File: src/rtl/flag_unit_if.sv
// flag_unit_if -- operation/status bundle for flag_unit.
//
// Handshake: there is no ready. Whenever op_valid is high at a rising clk
// edge (and reset_n is high) the op is accepted at that edge; done is high
// for exactly the following cycle. err_clr is independent of op_valid.
//
// Signals:
//   op_valid  op/a_in/b_in/mask valid, accepted this cycle
//   op        3-bit operation code
//   a_in      CMP operand A (WIDTH)
//   b_in      CMP operand B (WIDTH)
//   mask      flag mask/value {Z,N,C,V}
//   err_clr   clears sticky error bits
//   flags_out registered flags {Z,N,C,V}
//   done      one-cycle pulse after an accepted op
//   stack_cnt occupied stack entries
//   err_ovf   sticky push-on-full error
//   err_unf   sticky pop-on-empty error
interface flag_unit_if #(
    parameter int WIDTH = 16,
    parameter int DEPTH = 4
) ();
    localparam int CW = $clog2(DEPTH + 1);

    logic             op_valid;
    logic [2:0]       op;
    logic [WIDTH-1:0] a_in;
    logic [WIDTH-1:0] b_in;
    logic [3:0]       mask;
    logic             err_clr;
    logic [3:0]       flags_out;
    logic             done;
    logic [CW-1:0]    stack_cnt;
    logic             err_ovf;
    logic             err_unf;

    modport master (
        output op_valid, op, a_in, b_in, mask, err_clr,
        input  flags_out, done, stack_cnt, err_ovf, err_unf
    );

    modport slave (
        input  op_valid, op, a_in, b_in, mask, err_clr,
        output flags_out, done, stack_cnt, err_ovf, err_unf
    );
endinterface

File: src/rtl/flag_unit.sv
// flag_unit -- 4-bit condition-flag register {Z,N,C,V} with compare,
// bitwise set/clear/toggle/load and a small LIFO flag stack.
//
// Ports:
//   clk      sole clock, rising edge
//   reset_n  synchronous active-low reset (priority over everything)
//   bus      flag_unit_if.slave: op inputs, flags/status outputs
//
// Every op completes in one cycle; there is no back-pressure and no FSM.
module flag_unit #(
    parameter int WIDTH = 16,
    parameter int DEPTH = 4
) (
    input  logic        clk,
    input  logic        reset_n,
    flag_unit_if.slave  bus
);
    localparam int CW = $clog2(DEPTH + 1);
    // Address width for the stack storage; at least one bit so DEPTH=1 works.
    localparam int AW = (DEPTH > 1) ? $clog2(DEPTH) : 1;
    localparam logic [CW-1:0] DEPTH_C = CW'(DEPTH);
    localparam logic [CW-1:0] ONE_C   = CW'(1);

    localparam logic [2:0] OP_NOP  = 3'b000;
    localparam logic [2:0] OP_CMP  = 3'b001;
    localparam logic [2:0] OP_SET  = 3'b010;
    localparam logic [2:0] OP_CLR  = 3'b011;
    localparam logic [2:0] OP_TOG  = 3'b100;
    localparam logic [2:0] OP_PUSH = 3'b101;
    localparam logic [2:0] OP_POP  = 3'b110;
    localparam logic [2:0] OP_LOAD = 3'b111;

    logic [3:0]    flags_q;
    logic [CW-1:0] cnt_q;
    logic          done_q;
    logic          ovf_q;
    logic          unf_q;
    logic [3:0]    stack_mem [0:(1<<AW)-1];

    logic [3:0]    flags_d;
    logic [CW-1:0] cnt_d;
    logic          ovf_set;
    logic          unf_set;
    logic          push_wr;
    logic [AW-1:0] push_addr;
    logic [AW-1:0] pop_addr;
    logic [CW-1:0] cnt_m1;

    // Compare datapath: explicit WIDTH+1 extension so d[WIDTH] is the borrow.
    logic [WIDTH:0] diff;
    logic [3:0]     cmp_flags;
    logic           stack_full;
    logic           stack_empty;

    assign diff       = {1'b0, bus.a_in} - {1'b0, bus.b_in};
    assign cmp_flags  = {
        (bus.a_in == bus.b_in),
        diff[WIDTH-1],
        diff[WIDTH],
        (bus.a_in[WIDTH-1] != bus.b_in[WIDTH-1]) && (diff[WIDTH-1] != bus.a_in[WIDTH-1])
    };
    assign stack_full  = (cnt_q == DEPTH_C);
    assign stack_empty = (cnt_q == '0);
    assign cnt_m1      = cnt_q - ONE_C;
    // cnt_q < DEPTH on a legal push and cnt_q > 0 on a legal pop, so both
    // addresses fit in AW bits.
    assign push_addr   = cnt_q[AW-1:0];
    assign pop_addr    = cnt_m1[AW-1:0];

    always_comb begin
        flags_d = flags_q;
        cnt_d   = cnt_q;
        ovf_set = 1'b0;
        unf_set = 1'b0;
        push_wr = 1'b0;
        if (bus.op_valid) begin
            unique case (bus.op)
                OP_NOP:  flags_d = flags_q;
                OP_CMP:  flags_d = cmp_flags;
                OP_SET:  flags_d = flags_q | bus.mask;
                OP_CLR:  flags_d = flags_q & ~bus.mask;
                OP_TOG:  flags_d = flags_q ^ bus.mask;
                OP_LOAD: flags_d = bus.mask;
                OP_PUSH: begin
                    if (stack_full) begin
                        ovf_set = 1'b1;
                    end else begin
                        push_wr = 1'b1;
                        cnt_d   = cnt_q + ONE_C;
                    end
                end
                OP_POP: begin
                    if (stack_empty) begin
                        unf_set = 1'b1;
                    end else begin
                        flags_d = stack_mem[pop_addr];
                        cnt_d   = cnt_m1;
                    end
                end
                default: flags_d = flags_q;
            endcase
        end
    end

    always_ff @(posedge clk) begin
        if (!reset_n) begin
            flags_q <= 4'b0000;
            cnt_q   <= '0;
            done_q  <= 1'b0;
            ovf_q   <= 1'b0;
            unf_q   <= 1'b0;
        end else begin
            flags_q <= flags_d;
            cnt_q   <= cnt_d;
            done_q  <= bus.op_valid;
            // A new error in the same cycle as err_clr wins over the clear.
            ovf_q   <= (ovf_q & ~bus.err_clr) | ovf_set;
            unf_q   <= (unf_q & ~bus.err_clr) | unf_set;
        end
    end

    // Stack storage has no reset; contents are meaningless until pushed.
    always_ff @(posedge clk) begin
        if (reset_n && push_wr) begin
            stack_mem[push_addr] <= flags_q;
        end
    end

    assign bus.flags_out = flags_q;
    assign bus.stack_cnt = cnt_q;
    assign bus.done      = done_q;
    assign bus.err_ovf   = ovf_q;
    assign bus.err_unf   = unf_q;
endmodule
File: src/flat_wrapper.sv
// flat-port wrapper written by rule: the top's interface ports become plain ports
module flag_unit_flat 
#(
    parameter int WIDTH = 16,
    parameter int DEPTH = 4
)
  (clk, reset_n, bus_op_valid, bus_op, bus_a_in, bus_b_in, bus_mask, bus_err_clr, bus_flags_out, bus_done, bus_stack_cnt, bus_err_ovf, bus_err_unf);
  flag_unit_if #(.WIDTH(WIDTH), .DEPTH(DEPTH)) bus_i ();
  input  logic clk;
  input  logic reset_n;
  input wire logic [$bits(bus_i.op_valid)-1:0] bus_op_valid;
  input wire logic [$bits(bus_i.op)-1:0] bus_op;
  input wire logic [$bits(bus_i.a_in)-1:0] bus_a_in;
  input wire logic [$bits(bus_i.b_in)-1:0] bus_b_in;
  input wire logic [$bits(bus_i.mask)-1:0] bus_mask;
  input wire logic [$bits(bus_i.err_clr)-1:0] bus_err_clr;
  output wire logic [$bits(bus_i.flags_out)-1:0] bus_flags_out;
  output wire logic [$bits(bus_i.done)-1:0] bus_done;
  output wire logic [$bits(bus_i.stack_cnt)-1:0] bus_stack_cnt;
  output wire logic [$bits(bus_i.err_ovf)-1:0] bus_err_ovf;
  output wire logic [$bits(bus_i.err_unf)-1:0] bus_err_unf;
  assign bus_i.op_valid = bus_op_valid;
  assign bus_i.op = bus_op;
  assign bus_i.a_in = bus_a_in;
  assign bus_i.b_in = bus_b_in;
  assign bus_i.mask = bus_mask;
  assign bus_i.err_clr = bus_err_clr;
  assign bus_flags_out = bus_i.flags_out;
  assign bus_done = bus_i.done;
  assign bus_stack_cnt = bus_i.stack_cnt;
  assign bus_err_ovf = bus_i.err_ovf;
  assign bus_err_unf = bus_i.err_unf;
  flag_unit #(.WIDTH(WIDTH), .DEPTH(DEPTH)) u_core (.clk(clk), .reset_n(reset_n), .bus(bus_i));
endmodule
File: config.mk
export PLATFORM = sky130hd
export DESIGN_NAME = flag_unit_flat
export DESIGN_NICKNAME = d
export VERILOG_FILES = /design/src/rtl/flag_unit_if.sv /design/src/rtl/flag_unit.sv /design/src/flat_wrapper.sv
export SDC_FILE = /design/constraint.sdc
export NUM_CORES = 1
export LEC_CHECK = 0
export CELL_PAD_IN_SITES_DETAIL_PLACEMENT = 1
export CELL_PAD_IN_SITES_GLOBAL_PLACEMENT = 1
export CORE_ASPECT_RATIO = 1.75
export CORE_UTILIZATION = 37
export DETAILED_ROUTE_END_ITERATION = 8
export GPL_TIMING_DRIVEN = 0
export MAX_ROUTING_LAYER = met4
export PLACE_DENSITY_LB_ADDON = 0.1
export SETUP_SLACK_MARGIN = 0.02
export SYNTH_ARGS = -nofsm -noshare
export SYNTH_HDL_FRONTEND = slang
export SYNTH_SLANG_ARGS = --single-unit
File: constraint.sdc
create_clock -name clk -period 2.5 [get_ports clk]
set_input_delay 0.5 -clock clk [delete_from_list [all_inputs] [get_ports clk]]
set_output_delay 0.5 -clock clk [all_outputs]
set_load 0.01 [all_outputs]
-- Word level (Yosys, flattened, before mapping)
Memories as Yosys holds them, arrays and structs flattened.
Cells that the tools add are included.
- memories: 1
- latch bits: 0
- register bits: 10
- input bits: 43
- ROM bits: 0
- memory bits (writable): 16
- output and inout port bits: 10
- word-level logic and storage cells: 54
- reductions and logical operators: 7
- equality and inequality tests: 13
- order comparisons: 0
- add/sub/neg operators: 3
- shift-type cells: 0
- div/mod/pow operators: 0
- bitwise gates (word level): 9
- multiplexer cells: 16
- multiply operators: 0
- memory list (name ; depth ; width ; read ports ; clocked after Yosys merged registers in ; wr ports ; RTL line ; text):
    u_core.stack_mem ; 4 ; 4 ; 1 ; 0 ; 1 ; flag_unit.sv:38 ; logic [3:0] stack_mem [0:(1<<AW)-1];
- operator list (operator ; number):
    one-hot mux 4 bit (6 select lines) ; 1
    subtractor 16 x 16 -> 17 bit ; 1
    == test 16 bit ; 1
    == test 3 bit (second input constant) ; 5
    2-to-1 mux 1 bit ; 11
    == test 3 x 2 -> 1 bit (second input constant) ; 2
    2-to-1 mux 3 bit ; 2
    one-hot mux 3 bit (2 select lines) ; 1
    nonzero test 6 bit ; 1
    bitwise AND 4 bit ; 1
    2-to-1 mux 4 bit ; 1
    != test 2 bit (second input constant) ; 2
    NOT 4 bit ; 1
    bitwise OR 4 bit ; 1
    AND reduction 4 bit ; 1
    XOR 4 bit ; 1
    adder 3 x 1 -> 3 bit (second input constant) ; 1
    == test 3 x 1 -> 1 bit (second input constant) ; 1
    logical NOT 3 bit ; 1
    AND reduction 3 bit ; 1
    subtractor 3 x 1 -> 3 bit (second input constant) ; 1
    bitwise AND 1 bit ; 2
    logical AND 1 bit ; 2
    != test 1 bit ; 2
    3 further kinds ; 4

-- Longest topological paths before layout
Gate-level depths: netlist (run 1).
- word-level depth: 7
- mapped depth: 10
- mapped depth without buffers: 9

-- Worst setup path after synthesis (run 1)
OpenSTA, ideal clock, no wires.
- path kind: register to register
- start: register u_core.cnt_q[0] (netlist: u_core.bus.stack_cnt[0])
- end: register u_core.flags_q[0] (netlist: u_core.bus.flags_out[0])
- data arrival time: 1985 ps
- stages on the path, launching flop included: 10
- library setup time: 127 ps
- path buffers: 1
- required time: 2373 ps
- path slack: 388 ps
- period minus slack after synthesis: 2112 ps
- cells stage by stage: dfxtp_1 -> buf_6 -> inv_1 -> ha_1 -> ha_1 -> and3b_1 -> o21ai_1 -> o311a_4 -> a21oi_1 -> or3_1
- longest elaborated chain between the ends: 4
- elaborated cells between the ends (all ways): 7
- those cells by class: 1 x add/sub; 1 x eq/ne; 2 x mux; 2 x reduce/logical; 1 x memory
- RTL lines (item ; RTL line ; text):
    start, declared ; flag_unit.sv:34 ; logic [CW-1:0] cnt_q;
    start signal, assigned ; flag_unit.sv:114 ; cnt_q <= cnt_d;
    subtractor 3 x 1 -> 3 bit ; flag_unit.sv:64 ; assign cnt_m1 = cnt_q - ONE_C;
    memory read (4 x 4 bit) ; -- ;
    2-to-1 mux 4 bit ; flag_unit.sv:93 ; if (stack_empty) begin
    one-hot mux 4 bit (6 select lines) ; flag_unit.sv:77 ; unique case (bus.op)
    end signal, assigned ; flag_unit.sv:113 ; flags_q <= flags_d;
    end, declared ; flag_unit.sv:33 ; logic [3:0] flags_q;
Several ways; a longest one is shown, not always the timed one. The select of a mux whose other input is x is not followed.
A chain may end at the register's enable or synchronous reset.

-- Worst setup path in the final report (run 1)
- start: input bus_b_in[10]
- end: register u_core.flags_q[0] (netlist: u_core.bus.flags_out[0])
- longest elaborated chain between the ends: 4
- RTL lines (item ; RTL line ; text):
    start, declared ; flat_wrapper.sv:14 ; input wire logic [$bits(bus_i.b_in)-1:0] bus_b_in;
    subtractor 16 x 16 -> 17 bit ; flag_unit.sv:55 ; assign diff = {1'b0, bus.a_in} - {1'b0, bus.b_in};
    != test 1 bit ; flag_unit.sv:60 ; (bus.a_in[WIDTH-1] != bus.b_in[WIDTH-1]) && (diff[WIDTH-1] != bus.a_in[WIDTH-1])
    logical AND 1 bit ; flag_unit.sv:60 ;
    one-hot mux 4 bit (6 select lines) ; flag_unit.sv:77 ;
No other way between the ends.

==> results of run 1 <==
worst paths after layout:
path                                               from                 endpoint  slack, ns  depth (start not counted)
worst min register to register       u_core.bus.err_ovf       u_core.bus.err_ovf       0.48                          2
worst max register to register  u_core.bus.stack_cnt[0]  u_core.bus.flags_out[0]       0.22                          9
worst max-delay path                       bus_b_in[10]  u_core.bus.flags_out[0]       0.13                          9
worst min-delay path                 u_core.bus.err_ovf       u_core.bus.err_ovf       0.48                          2
synthesized netlist by cell type, drive strengths merged:
master / instances / area, um2
xnor2: 2 / 17.5
buf: 4 / 35.0
a21boi: 2 / 15.0
or2: 1 / 6.26
nor2b: 2 / 20.0
a311o: 1 / 10.0
ha: 30 / 375
nor3b: 2 / 15.0
a21oi: 12 / 60.1
o211ai: 1 / 7.51
o311a: 1 / 21.3
nand4: 3 / 18.8
nand2b: 4 / 25.0
nand3: 9 / 45.0
and3b: 1 / 8.76
mux4: 4 / 93.8
a31oi: 3 / 18.8
a22oi: 1 / 7.51
o31ai: 3 / 22.5
a211oi: 1 / 7.51
mux2i: 5 / 50.1
a41oi: 1 / 8.76
nand4b: 1 / 8.76
o211a: 1 / 10.0
dfxtp: 10 / 200
o21a: 1 / 7.51
clkbuf: 3 / 12.5
nor3: 2 / 10.0
or3: 2 / 12.5
a21o: 3 / 22.5
and4: 1 / 8.76
and2: 7 / 43.8
nor2: 6 / 22.5
o21ai: 11 / 70.1
edfxtp: 16 / 480
a31o: 1 / 8.76
and3: 2 / 12.5
o22ai: 3 / 18.8
nand2: 8 / 30.0
a221o: 1 / 10.0
inv: 33 / 124
sequential cells by signal, indices dropped and copies added, names as in the netlist:
signal / cells
u_core.stack_mem: 16
u_core.bus.done: 1
u_core.bus.err_unf: 1
u_core.bus.flags_out: 4
u_core.bus.err_ovf: 1
u_core.bus.stack_cnt: 3
layer usage:
layer / wire length [um] / vias up / track usage (%)
met5: 0 / - / -
met4: 47 / 0 / 3.94
met3: 108 / 4 / 1.82
met2: 2940 / 39 / 38.6
met1: 1720 / 767 / 17.9
li1: - / 841 / -
per-stage QoR:
| step | setup TNS [ns] | instances |
|---|---|---|
| 6_report | 0 | 315 |
| 4_1_cts | 0 | 315 |
| 3_5_place_dp | -2.26 | 311 |
| 2_1_floorplan | 0 | 205 |
| 3_3_place_gp | -2.03 | 311 |
| 5_1_grt | 0 | 315 |
cell type report:
class,instances,share of cell area [%]
well taps,55,2.59
flip-flops and latches,26,25.6
multi-input cells,139,43.4
clock buffers,3,1.56
inverters,33,4.67
clock inverters,1,1.13
plain buffers,7,1.79
repair buffers,51,19.2
cells by family after synthesis:
family | share of synthesized area, %
xor+xnor | 0.875
fa+ha+maj | 18.7
compound gates | 16.3
buf+inv | 8.56
mux | 7.18
flops | 34.0
simple gates | 14.4
worst reg2reg max path, stage by stage (launching register included):
cell,delay (ns)
dfxtp_1,0.41
buf_6,0.16
inv_1,0.07
ha_1,0.25
ha_1,0.23
and3b_1,0.19
o21ai_1,0.17
o311a_4,0.28
a21oi_1,0.07
or3_1,0.35
power by group through the flow:
stage | Clock, W | Combinational, W | Sequential, W
finish | 0.000352 | 0.000288 | 0.000490
global route | 0.000377 | 0.000323 | 0.000493
CTS | 0.000363 | 0.000293 | 0.000491
detailed placement | 0 | 0.000290 | 0.000500
global placement | 0 | 0.000288 | 0.000499
floorplan | 0 | 0.000154 | 0.000497
==> run summary, run 1 <==
Hold_buf cts -> 0
Die footprint -> 5720 um2
Root Driver -> clkbuf_8
Min-Delay Path Class -> reg2reg
First-pass GRT wire length -> 8.00 mm
Worst Path Arrival -> 2.54 ns
Drt pass-1 iters -> 6
Clk buf depth -> 2
Design area -> 2650 um2
CTS tree -> done
Worst-margin pin slew -> 0.497 ns
Max Freq -> 0.422 GHz
Total GRT Usage -> 18.8%
Area growth from synthesis to layout -> 32.5%
Ys Warns -> 0
Post-CTS sizing -> 0
# diodes -> 0
Final-report hold violation count -> 0
CTS buffer count -> 3
Final WS setup -> 0.131 ns
Sink Count -> 26
Max cap viols -> 0
Core Util, Final -> 50.5%
CP delay by family, top -> compound AO/OA/AOI/OAI gates
Sequential Area -> 681 um2
Die width -> 57.6 um
Peak supply drop -> 0.195 mV
Initial antenna violation count -> 0
Slew HR -> 66.8%
Unrepaired setup endpoints after global routing -> false
Starting Density -> 38.1%
Number of port buffers -> 51
Sw frac -> 25.4%
Height of the die -> 99.3 um
Outcome -> finished, violations left
Worst EP required -> 2.67 ns
Critical-path top delay cell -> clkdlybuf4s50_1
Final HPWL DP -> 4.01 mm
CP endpoint kind -> flop
Register area share after synthesis -> 34.0%
Fillers -> 607
Failing checks -> design-rule violations
Comb pwr share -> 25.5%
Syn_nets -> 278
Setup Skew -> 0.00825 ns
Bufs and invs on worst path -> 2
RePlAce Congestion -> 0.866
Distinct cells, synth -> 51
Net Sw Power -> 0.000287 W
Tmin final -> 2.37 ns
Num rows -> 35
Post-CTS Setup Bufs -> 0
Pre-CTS setup slack -> -0.163 ns
CP Max Fanout -> 3
GR Overflow Total -> 0
Top-Level Pins -> 53
Clock transition at path regs -> 0.10 ns
Htree depth -> 1
NumNets Final -> 334
Final ANT Viol Nets -> 0
Synth Register Bits -> 26
Total design power -> 0.00113 W
Most frequent cells in the layout -> clkdlybuf4s50_1, inv_1, ha_1
Avg WL per Cell -> 15.3 um
Fin. max-slew vios -> 0
Area of the core -> 5260 um2
Flop pwr share -> 43.3%
Vias -> 1,651
Internal cell power -> 0.000842 W
Commonest non-fill, non-tap cell in the layout -> clkdlybuf4s50_1
Final setup fails -> 0
Layout cell share with drive strength beyond 1 -> 6.92%
DRC marker count from the first detailed-route iteration -> 37
Leak Pwr -> 1.13 nW
Setup CP Type -> in2reg
Vias/cell -> 5.24
Fin crit share -> 94.7%
Delay of the slowest cell on the worst path -> 0.45 ns
Gate Count Post-Synth -> 205
Worst hold margin -> 0.483 ns
Power Dens Cells -> 426 nW/um2
Vias in the first global route -> 1,761
Post-DP Area -> 2580 um2
Crit start category -> primary input
Synthesized area per cell -> 9.77 um2
Detailed Route WL -> 4.81 mm
Largest net degree at the start of global routing -> 16
Area of the multi-input gates -> 1150 um2
Skew-Pair Late Insertion Delay -> 0.27 ns
# DRC -> 3
Critical Path, Cell by Cell -> clkdlybuf4s50_1, inv_1, ha_1, and3_1, a221o_1, o21ai_2, a21o_1, a211oi_1, or3_1
Mapped Area -> 2000 um2
Clk pwr share -> 31.2%
Note: power is estimated with default switching activity, not from simulation.
==> run 2, diff against run 1 <==
--- a/config.mk
+++ b/config.mk
@@ -8,12 +8,14 @@
 export CELL_PAD_IN_SITES_DETAIL_PLACEMENT = 1
 export CELL_PAD_IN_SITES_GLOBAL_PLACEMENT = 1
 export CORE_ASPECT_RATIO = 1.75
+export CORE_MARGIN = 3
 export CORE_UTILIZATION = 37
 export DETAILED_ROUTE_END_ITERATION = 8
 export GPL_TIMING_DRIVEN = 0
 export MAX_ROUTING_LAYER = met4
 export PLACE_DENSITY_LB_ADDON = 0.1
 export SETUP_SLACK_MARGIN = 0.02
+export SLEW_MARGIN = 15
 export SYNTH_ARGS = -nofsm -noshare
 export SYNTH_HDL_FRONTEND = slang
 export SYNTH_SLANG_ARGS = --single-unit
==> run summary, run 2 (synthesis gave the netlist of run 1 again) <==
Outcome -> completed (was finished, violations left)
Reg2Reg Depth -> 9 (unchanged)
GR Overflow Total -> 0 (unchanged)
Slew HR -> 67.9% (was 66.8%)
Power Dens Cells -> 421 nW/um2 (was 426 nW/um2)
Largest Register -> u_core.stack_mem (unchanged)
Max FFs per register -> 16 (unchanged)
Final setup fails -> 0 (unchanged)
Pre-CTS setup slack -> -0.257 ns (was -0.163 ns)
NumNets Final -> 335 (was 334)
Detailed Route WL -> 4.76 mm (was 4.81 mm)
CTS buffer count -> 3 (unchanged)
Vias/cell -> 5.32 (was 5.24)
Worst-margin pin slew -> 0.481 ns (was 0.497 ns)
Core Util, Final -> 52.8% (was 50.5%)
Number of port buffers -> 51 (unchanged)
Htree depth -> 1 (unchanged)
Min-Delay Path Class -> reg2reg (unchanged)
Skew-Pair Late Insertion Delay -> 0.27 ns (about the same)
Initial antenna violation count -> 0 (unchanged)
Critical Path Source -> bus_b_in[9] (was bus_b_in[10])
Leak Pwr -> 1.14 nW (was 1.13 nW)
Fin crit share -> 95.8% (was 94.7%)
Area growth from synthesis to layout -> 34.5% (was 32.5%)
Final non-filler cell total -> 315 (unchanged)
Vias -> 1,676 (was 1,651)
CP endpoint -> u_core.bus.flags_out[0] (unchanged)
Max Freq -> 0.418 GHz (was 0.422 GHz)
# diodes -> 0 (unchanged)
Worst Path Arrival -> 2.56 ns (was 2.54 ns)
Largest net degree at the start of global routing -> 16 (unchanged)
Top-Level Pins -> 53 (unchanged)
RePlAce Congestion -> 0.718 (was 0.866)
Final WS setup -> 0.105 ns (was 0.131 ns)
Num rows -> 34 (was 35)
Peak supply drop -> 0.204 mV (was 0.195 mV)
Hold_buf cts -> 0 (unchanged)
DRC marker count from the first detailed-route iteration -> 36 (was 37)
First-pass GRT wire length -> 7.57 mm (was 8.00 mm)
Final-report hold violation count -> 0 (unchanged)
Sink Count -> 26 (unchanged)
Setup CP Type -> in2reg (unchanged)
Total GRT Usage -> 16.1% (was 18.8%)
# DRC -> 0 (was 3)
Height of the die -> 103 um (was 99.3 um)
Fillers -> 571 (was 607)
CP endpoint kind -> flop (unchanged)
Dpl cells -> 310 (was 311)
Setup Skew -> 0.00225 ns (was 0.00825 ns)
Die footprint -> 6370 um2 (was 5720 um2)
Fin. max-slew vios -> 0 (unchanged)
Starting Density -> 39.2% (was 38.1%)
Avg WL per Cell -> 15.1 um (was 15.3 um)
CTS tree -> done (unchanged)
Max cap viols -> 0 (unchanged)
Total design power -> 0.00113 W (about the same)
Most frequent cells in the layout -> clkdlybuf4s50_1, inv_1, ha_1 (unchanged)
Drt pass-1 iters -> 3 (was 6)
Final HPWL DP -> 4.02 mm (was 4.01 mm)
Worst EP required -> 2.66 ns (was 2.67 ns)
Reg-to-reg critical path startpoint -> u_core.bus.stack_cnt[0] (unchanged)
Final ANT Viol Nets -> 0 (unchanged)
Clock transition at path regs -> 0.09 ns (was 0.10 ns)
Root Driver -> clkbuf_8 (unchanged)
Layout cell share with drive strength beyond 1 -> 8.81% (was 6.92%)
R2R Path End -> u_core.bus.flags_out[0] (unchanged)
Clk buf depth -> 2 (unchanged)
Tmin final -> 2.39 ns (was 2.37 ns)
Vias in the first global route -> 1,765 (was 1,761)
Crit start category -> primary input (unchanged)
Unrepaired setup endpoints after global routing -> false (unchanged)
Die width -> 61.6 um (was 57.6 um)
Commonest non-fill, non-tap cell in the layout -> clkdlybuf4s50_1 (unchanged)
Area of the core -> 5100 um2 (was 5260 um2)
CP Max Fanout -> 3 (unchanged)
R2R Setup Slk -> 0.31 ns (was 0.22 ns)
run 2: layout make-up:
class	instances	area [um2]	area share, %
multi-input combinational	139	1190	44.0
timing repair buffer	52	518	19.2
sequential	26	681	25.3
clock inverter	1	30.0	1.11
tap	54	67.6	2.51
inverter	33	124	4.60
clock buffer	3	41.3	1.53
buffer	7	47.5	1.76
run 2: how the worst min path moves through the flow:
| stage | start | endpoint | depth (start not counted) |
|---|---|---|---|
| after detailed placement | u_core.bus.err_ovf | u_core.bus.err_ovf | 2 |
| after CTS | u_core.bus.err_ovf | u_core.bus.err_ovf | 2 |
| after global placement | u_core.bus.err_ovf | u_core.bus.err_ovf | 2 |
| after floorplan | u_core.bus.err_ovf | u_core.bus.err_ovf | 2 |
| final | u_core.bus.err_ovf | u_core.bus.err_ovf | 2 |
| after global routing | u_core.bus.err_ovf | u_core.bus.err_ovf | 2 |
run 2: report_power, final:
part | switching, W | internal (W) | total (W)
registers | 0.0000173 | 0.000470 | 0.000487
logic | 0.000133 | 0.000165 | 0.000298
clock network | 0.000134 | 0.000214 | 0.000349
run 2: timing repair:
action                                  CTS  global route
endpoints found under the setup margin    0             1
resized for setup                         0             5
setup buffers                             0             1
run 2: critical path, stage by stage:
cell and delay [ns]:
clkdlybuf4s50_1 0.45, inv_1 0.06, ha_4 0.24, and3_4 0.19, a221o_1 0.34, o21ai_2 0.19
a21o_1 0.14, a211oi_1 0.06, or3_1 0.38
run 2: per-layer routing:
layer	vias to the layer above	global-route usage [%]	part of all wire, %
met4	0	4.41	1.3
met5	-	-	0
met1	791	15.5	38
li1	847	-	-
met3	5	1.12	2.4
met2	33	32.2	58
run 2: metrics by stage:
step / hold WS [ns] / area (um2) / TNS (ns)
6_report: 0.488 / 2700 / 0
2_1_floorplan: 0.497 / 2000 / 0
3_3_place_gp: 0.475 / 2580 / -0.313
3_5_place_dp: 0.479 / 2580 / -0.394
5_1_grt: 0.530 / 2700 / 0
4_1_cts: 0.491 / 2650 / 0
